## config.mk

```make
export PLATFORM = sky130hd
export DESIGN_NAME = mem_stage_ctrl
export DESIGN_NICKNAME = d
export VERILOG_FILES = /design/src/rtl/mem_stage_ctrl_pkg.sv /design/src/rtl/load_extract.sv /design/src/rtl/mem_stage_ctrl.sv
export SDC_FILE = /design/constraint.sdc
export NUM_CORES = 1
export LEC_CHECK = 0
export ABC_AREA = 1
export CORE_ASPECT_RATIO = 0.9
export CORE_MARGIN = 3
export CORE_UTILIZATION = 50
export CTS_BUF_LIST = sky130_fd_sc_hd__clkbuf_8
export CTS_CLUSTER_DIAMETER = 80
export DETAILED_ROUTE_END_ITERATION = 16
export DONT_BUFFER_PORTS = 1
export GPL_ROUTABILITY_DRIVEN = 0
export PLACE_DENSITY = 0.68
export SYNTH_ARGS = -nofsm -noshare
export SYNTH_HDL_FRONTEND = slang
export SYNTH_SLANG_ARGS = --single-unit
```

## constraint.sdc

```tcl
create_clock -name clk -period 7.6 [get_ports clk]
set_clock_uncertainty 0.15 [all_clocks]
set_input_delay 1.52 -clock clk [delete_from_list [all_inputs] [get_ports clk]]
set_output_delay 1.52 -clock clk [all_outputs]
set_load 0.05 [all_outputs]
```

## src/rtl/mem_stage_ctrl_pkg.sv

```systemverilog
// Shared types and encodings for the MEM-stage memory controller.
package mem_stage_ctrl_pkg;

  localparam int DATA_W = 32;
  localparam int REG_W  = 6;

  typedef enum logic [1:0] {
    ST_IDLE  = 2'd0,
    ST_BUSY  = 2'd1,
    ST_DRAIN = 2'd2
  } state_e;

  typedef enum logic [1:0] {
    EW_WORD = 2'b00,
    EW_BYTE = 2'b01,
    EW_HALF = 2'b10
  } extr_word_e;

  typedef enum logic [1:0] {
    LH_NONE = 2'b00,
    LH_LO   = 2'b01,
    LH_HI   = 2'b10
  } lh_to_reg_e;

  // Writeback control captured with an access and replayed when the bus acks.
  typedef struct packed {
    logic             mem_to_reg;
    logic             reg_write;
    logic [1:0]       lh_sel;
    logic [1:0]       extr_word;
    logic             extr_signed;
    logic [REG_W-1:0] dst;
  } wb_ctl_t;

  function automatic logic misaligned(input logic [1:0] width, input logic [1:0] a);
    case (width)
      EW_HALF: misaligned = a[0];
      EW_BYTE: misaligned = 1'b0;
      default: misaligned = (a != 2'b00);
    endcase
  endfunction

endpackage

```

## src/rtl/load_extract.sv

```systemverilog
// Combinational byte/halfword select from a read word, with sign or zero extension.
module load_extract
  import mem_stage_ctrl_pkg::*;
(
  input  logic [DATA_W-1:0] rdata_i,
  input  logic [1:0]        addr_lo_i,
  input  logic [1:0]        extr_word_i,
  input  logic              extr_signed_i,
  output logic [DATA_W-1:0] data_o
);

  logic [7:0]  byte_sel;
  logic [15:0] half_sel;

  always_comb begin
    case (addr_lo_i)
      2'd0:    byte_sel = rdata_i[7:0];
      2'd1:    byte_sel = rdata_i[15:8];
      2'd2:    byte_sel = rdata_i[23:16];
      default: byte_sel = rdata_i[31:24];
    endcase
    half_sel = addr_lo_i[1] ? rdata_i[31:16] : rdata_i[15:0];
    case (extr_word_i)
      EW_BYTE: data_o = {{24{extr_signed_i & byte_sel[7]}}, byte_sel};
      EW_HALF: data_o = {{16{extr_signed_i & half_sel[15]}}, half_sel};
      default: data_o = rdata_i;
    endcase
  end

endmodule

```

## src/rtl/mem_stage_ctrl.sv

```systemverilog
// MEM-stage controller: issues one bus access per load/store, stalls upstream
// until the ack, and produces the registered writeback for every instruction.
module mem_stage_ctrl
  import mem_stage_ctrl_pkg::*;
(
  input  logic              clk,
  input  logic              rst,
  input  logic              flush,
  input  logic              ld,
  input  logic              MemWrite,
  input  logic              Sb,
  input  logic              Sh,
  input  logic [1:0]        ExtrWord,
  input  logic              ExtrSigned,
  input  logic              MemToReg,
  input  logic              RegWrite,
  input  logic [1:0]        LHToReg,
  input  logic [REG_W-1:0]  write,
  input  logic [DATA_W-1:0] result_1,
  input  logic [DATA_W-1:0] regfile_out2,
  input  logic [DATA_W-1:0] lo,
  input  logic [DATA_W-1:0] hi,
  output logic              mem_req,
  output logic              mem_we,
  output logic [DATA_W-1:0] mem_addr,
  output logic [3:0]        mem_be,
  output logic [DATA_W-1:0] mem_wdata,
  input  logic              mem_ack,
  input  logic [DATA_W-1:0] mem_rdata,
  output logic              mem_stall,
  output logic              wb_we,
  output logic [REG_W-1:0]  wb_reg,
  output logic [DATA_W-1:0] wb_data,
  output logic              addr_err
);

  function automatic logic [1:0] access_width(input logic st, input logic sb, input logic sh,
                                              input logic [1:0] ew);
    if (st) access_width = sb ? EW_BYTE : (sh ? EW_HALF : EW_WORD);
    else    access_width = ew;
  endfunction

  function automatic logic [3:0] store_be(input logic sb, input logic sh, input logic [1:0] a);
    if (sb)      store_be = 4'b0001 << a;
    else if (sh) store_be = a[1] ? 4'b1100 : 4'b0011;
    else         store_be = 4'b1111;
  endfunction

  function automatic logic [DATA_W-1:0] store_data(input logic sb, input logic sh,
                                                   input logic [DATA_W-1:0] d);
    if (sb)      store_data = {4{d[7:0]}};
    else if (sh) store_data = {2{d[15:0]}};
    else         store_data = d;
  endfunction

  function automatic logic [DATA_W-1:0] wb_select(input logic [1:0] lh, input logic mtr,
                                                  input logic [DATA_W-1:0] ldd,
                                                  input logic [DATA_W-1:0] res,
                                                  input logic [DATA_W-1:0] lo_v,
                                                  input logic [DATA_W-1:0] hi_v);
    if (lh == LH_LO)      wb_select = lo_v;
    else if (lh == LH_HI) wb_select = hi_v;
    else if (mtr)         wb_select = ldd;
    else                  wb_select = res;
  endfunction

  state_e            state_q, state_d;
  logic [DATA_W-1:0] addr_q, addr_d;
  logic [DATA_W-1:0] res_q, res_d;
  logic [DATA_W-1:0] wdata_q, wdata_d;
  logic [3:0]        be_q, be_d;
  logic              we_q, we_d;
  wb_ctl_t           ctl_q, ctl_d;
  logic              wb_we_q, wb_we_d;
  logic [REG_W-1:0]  wb_reg_q, wb_reg_d;
  logic [DATA_W-1:0] wb_data_q, wb_data_d;
  logic              addr_err_q, addr_err_d;

  logic              access, misal, start, stall, dst_valid;
  logic [DATA_W-1:0] ld_data;
  wb_ctl_t           ctl_new;

  assign access    = (ld | MemWrite) & ~flush;
  assign misal     = misaligned(access_width(MemWrite, Sb, Sh, ExtrWord), result_1[1:0]);
  assign start     = access & ~misal;
  assign dst_valid = (write != '0);

  assign ctl_new.mem_to_reg  = MemToReg;
  assign ctl_new.reg_write   = RegWrite & dst_valid;
  assign ctl_new.lh_sel      = LHToReg;
  assign ctl_new.extr_word   = ExtrWord;
  assign ctl_new.extr_signed = ExtrSigned;
  assign ctl_new.dst         = write;

  load_extract u_load_extract (
    .rdata_i       (mem_rdata),
    .addr_lo_i     (res_q[1:0]),
    .extr_word_i   (ctl_q.extr_word),
    .extr_signed_i (ctl_q.extr_signed),
    .data_o        (ld_data)
  );

  always_comb begin
    state_d    = state_q;
    addr_d     = addr_q;
    res_d      = res_q;
    wdata_d    = wdata_q;
    be_d       = be_q;
    we_d       = we_q;
    ctl_d      = ctl_q;
    wb_we_d    = 1'b0;
    wb_reg_d   = wb_reg_q;
    wb_data_d  = wb_data_q;
    addr_err_d = 1'b0;
    stall      = 1'b0;
    case (state_q)
      ST_IDLE: begin
        if (start) begin
          state_d = ST_BUSY;
          addr_d  = {result_1[DATA_W-1:2], 2'b00};
          res_d   = result_1;
          be_d    = store_be(MemWrite & Sb, MemWrite & Sh, result_1[1:0]);
          wdata_d = store_data(MemWrite & Sb, MemWrite & Sh, regfile_out2);
          we_d    = MemWrite;
          ctl_d   = ctl_new;
          stall   = 1'b1;
        end else begin
          // Non-memory, flushed or misaligned instruction: retire next cycle.
          addr_err_d = access & misal;
          wb_we_d    = RegWrite & dst_valid & ~flush & ~(access & misal);
          wb_reg_d   = write;
          wb_data_d  = wb_select(LHToReg, MemToReg, ld_data, result_1, lo, hi);
        end
      end
      ST_BUSY: begin
        stall = ~mem_ack;
        if (mem_ack) begin
          state_d = ST_IDLE;
          if (!flush) begin
            wb_we_d   = ctl_q.reg_write;
            wb_reg_d  = ctl_q.dst;
            wb_data_d = wb_select(ctl_q.lh_sel, ctl_q.mem_to_reg, ld_data, res_q, lo, hi);
          end
        end else if (flush) begin
          state_d = ST_DRAIN;
        end
      end
      ST_DRAIN: begin
        // Bus request stays up until the slave acks; the data is dropped.
        stall = 1'b1;
        if (mem_ack) state_d = ST_IDLE;
      end
      default: state_d = ST_IDLE;
    endcase
  end

  always_ff @(posedge clk) begin
    if (rst) begin
      state_q    <= ST_IDLE;
      addr_q     <= '0;
      res_q      <= '0;
      wdata_q    <= '0;
      be_q       <= '0;
      we_q       <= 1'b0;
      ctl_q      <= '0;
      wb_we_q    <= 1'b0;
      wb_reg_q   <= '0;
      wb_data_q  <= '0;
      addr_err_q <= 1'b0;
    end else begin
      state_q    <= state_d;
      addr_q     <= addr_d;
      res_q      <= res_d;
      wdata_q    <= wdata_d;
      be_q       <= be_d;
      we_q       <= we_d;
      ctl_q      <= ctl_d;
      wb_we_q    <= wb_we_d;
      wb_reg_q   <= wb_reg_d;
      wb_data_q  <= wb_data_d;
      addr_err_q <= addr_err_d;
    end
  end

  assign mem_req   = (state_q != ST_IDLE);
  assign mem_we    = we_q & mem_req;
  assign mem_addr  = addr_q;
  assign mem_be    = be_q;
  assign mem_wdata = wdata_q;
  assign mem_stall = stall & ~rst;
  assign wb_we     = wb_we_q;
  assign wb_reg    = wb_reg_q;
  assign wb_data   = wb_data_q;
  assign addr_err  = addr_err_q;

endmodule

```

==> metrics.txt <==
CP max FO=11; critical path cell sequence=nand2_2 -> inv_1 -> a21oi_1 -> ha_1 -> a22oi_2 -> nand3_2 -> a21oi_1 -> buf_4; Rows=44; synth top area cells=dfxtp_1, nand2_1, o21ai_0; CP Launch Type=primary input; initial drt markers=863; TritonRoute pass-1 iters=6; HPWL Detailed=21,800 um; Multi-input gate area=4590 sq um; mux cell area share after synthesis=0; Yosys top cell by area=dfxtp_1; Placed Area=8310 sq um; post-cts hold buffer count=0; number of hold violations in the final report=0; Slowest Stage Delay on Critical Path=290 ps; CTS buffer count=17; Max-Cap Viols=0; slowest cell on the critical path=a22oi_2; outcome=finished clean; Die Footprint=18,800 sq um; DRC=0; core area=16,500 sq um; postcts setup bufs=0; Avg Inst Size Synth=5.75 sq um; pwr dens=252 nW/um^2; Slew headroom=0.245; RSZ-0062 raised after global routing=no; register area=2480 sq um; P_int=1.23 mW; main combinational cell family by area after synthesis=simple AND/OR/NAND/NOR gates; CP Buf/Inv Count=2; worst hold path type=reg -> reg; number of enable flip-flop cells after synthesis=0; layout cells sized above 1=0.0511; Worst Path Class, Setup=in -> out; layout overhead on the synthesized area=1.66%; post-synth top area share=0.289; Clock power frac=0.292; PortBufs=0; Seq/Total Area, Yosys=0.289; Clk pin slew, worst setup/hold paths=80 ps; CTS resizes=0; Starting Density=0.522; H-tree Lvls=4; Die W=144 um; yosys warns=0; Yosys reg bits=124; fraction of the mapped netlist area in compound gates=0.246; period utilization=0.629; Hold WS=316 ps; Vias/cell=5.60; CP Data Arrival Time=3110 ps; fin crit period=4780 ps; clock sinks=124; synthesized area=8590 sq um; Post-synth ARST share=0; Max VDD drop=0.146 mV; Slew Limit Fails=0; Layout Nets=1,581; clk root buf=clkbuf_8; prevailing post-synth register cell=dfxtp_1; most frequent cell on the critical path=a21oi_1; Final setup viols=0; Slew @ Worst Pin=1130 ps; Total Routing Usage GR=0.313; total wire length=30,400 um; Worst-Skew Late Latency=450 ps; LEAKAGE=4.35 nW; ANT cells=0; Antenna Nets Post-Route=0; critical path endpoint category=primary output; initial antenna violation count=0; boundary pin count=292; cell family with most CP delay=compound AO/OA/AOI/OAI gates; Cells after Synth=1,493; Fill cells=1,724; Reg power frac=0.462; gr ovfl total=0; Vias=9,053; Synth Area in Adders=0.00437; largest net degree at the start of global routing=87; Worst Path Required=5930 ps; top-count cell post-synth=nand2_1; Sw Share=0.444; xor/xnor share of the synthesized area=0; Combinational Power Share=0.246; drt wl/cell=18.8 um; first-pass GRT wire length=45,600 um; setup TNS=0 ps; fmax=209 MHz; post-synth cell types=32; simple-gate share of the synthesized area=0.282; Final Instance Area=8730 sq um; synth cell count leaders=nand2_1, inv_1, o21ai_0, nor2_1, dfxtp_1; buffer depth of the longest clock path=2; Psw=0.979 mW; die height=130 um; CTS tree=yes; vias in the first global route=7,879
==> through the flow <==
step	util	power, mW	std cells	setup WS (ps)
finish	0.531	2.21	1617	2820
global route	0.531	2.32	1617	2680
CTS	0.531	2.20	1617	2860
detailed placement	0.505	1.56	1585	2860
global placement	0.505	1.55	1585	2910
floorplan	-	1.45	1494	2090
==> path summary, 6_finish.rpt <==
kind             from           to  slack (ps)  cells past startpoint
min reg2reg      we_q         we_q         320                      2
max reg2reg  res_q[1]  wb_data[18]        4520                     12
min              we_q         we_q         320                      2
max                Sb    mem_stall        2820                      8
==> worst reg2reg max path, cell delays in order, from the launching register on <==
cell	delay (ps)
dfxtp_1	760
nand2_1	130
o21a_1	210
nand2_1	100
nand2_1	60
nand2_1	760
o211ai_1	240
nand2_1	150
nand2_1	90
nand2_1	70
nand3_1	120
nand2_1	100
inv_1	40
==> placed cells by master (no fill, tap or decap), types with 4 or more instances in the layout <==
master    count
a21oi_1      85
a31oi_1      33
buf_4        15
clkbuf_8     17
dfxtp_1     124
inv_1       223
inv_2         7
inv_6         5
nand2_1     355
nand3_1      59
nor2_1      176
o211ai_1     33
o21ai_0     219
o21ai_1      13
o21bai_1      4
or2_2        11
==> final cells by class <==
type,instances,share of cell area
clock buffers,17,0.0268
clock inverters,15,0.0215
inverters,231,0.0993
multi-input cells,1008,0.526
flip-flops and latches,124,0.284
well taps,207,0.0297
repair buffers,15,0.0129
==> cells by family (layout without fill, tap and decap cells) <==
| kind of cell | Yosys count | after routing |
|---|---|---|
| adder cells (fa/ha/maj) | 3 | 3 |
| AND/OR/NAND/NOR | 611 | 611 |
| flip-flops | 124 | 124 |
| AO/OA/AOI/OAI | 392 | 392 |
| buffers and inverters | 362 | 278 |
| other | 1 | 2 |
==> layer usage <==
metal	up-vias	global-route usage	wire (um)
met5	-	0	0
met4	0	0.0773	524
met3	42	0.129	4520
met2	524	0.421	12000
met1	4006	0.459	13400
li1	4481	-	-
==> power groups by stage <==
stage	combinational, mW	clock, mW	sequential [mW]
2_1_floorplan	0.498	0	0.952
3_3_place_gp	0.520	0	1.03
3_5_place_dp	0.528	0	1.03
4_1_cts	0.530	0.653	1.02
5_1_grt	0.615	0.680	1.03
6_report	0.543	0.644	1.02
Note: power is estimated with default switching activity, not from simulation.
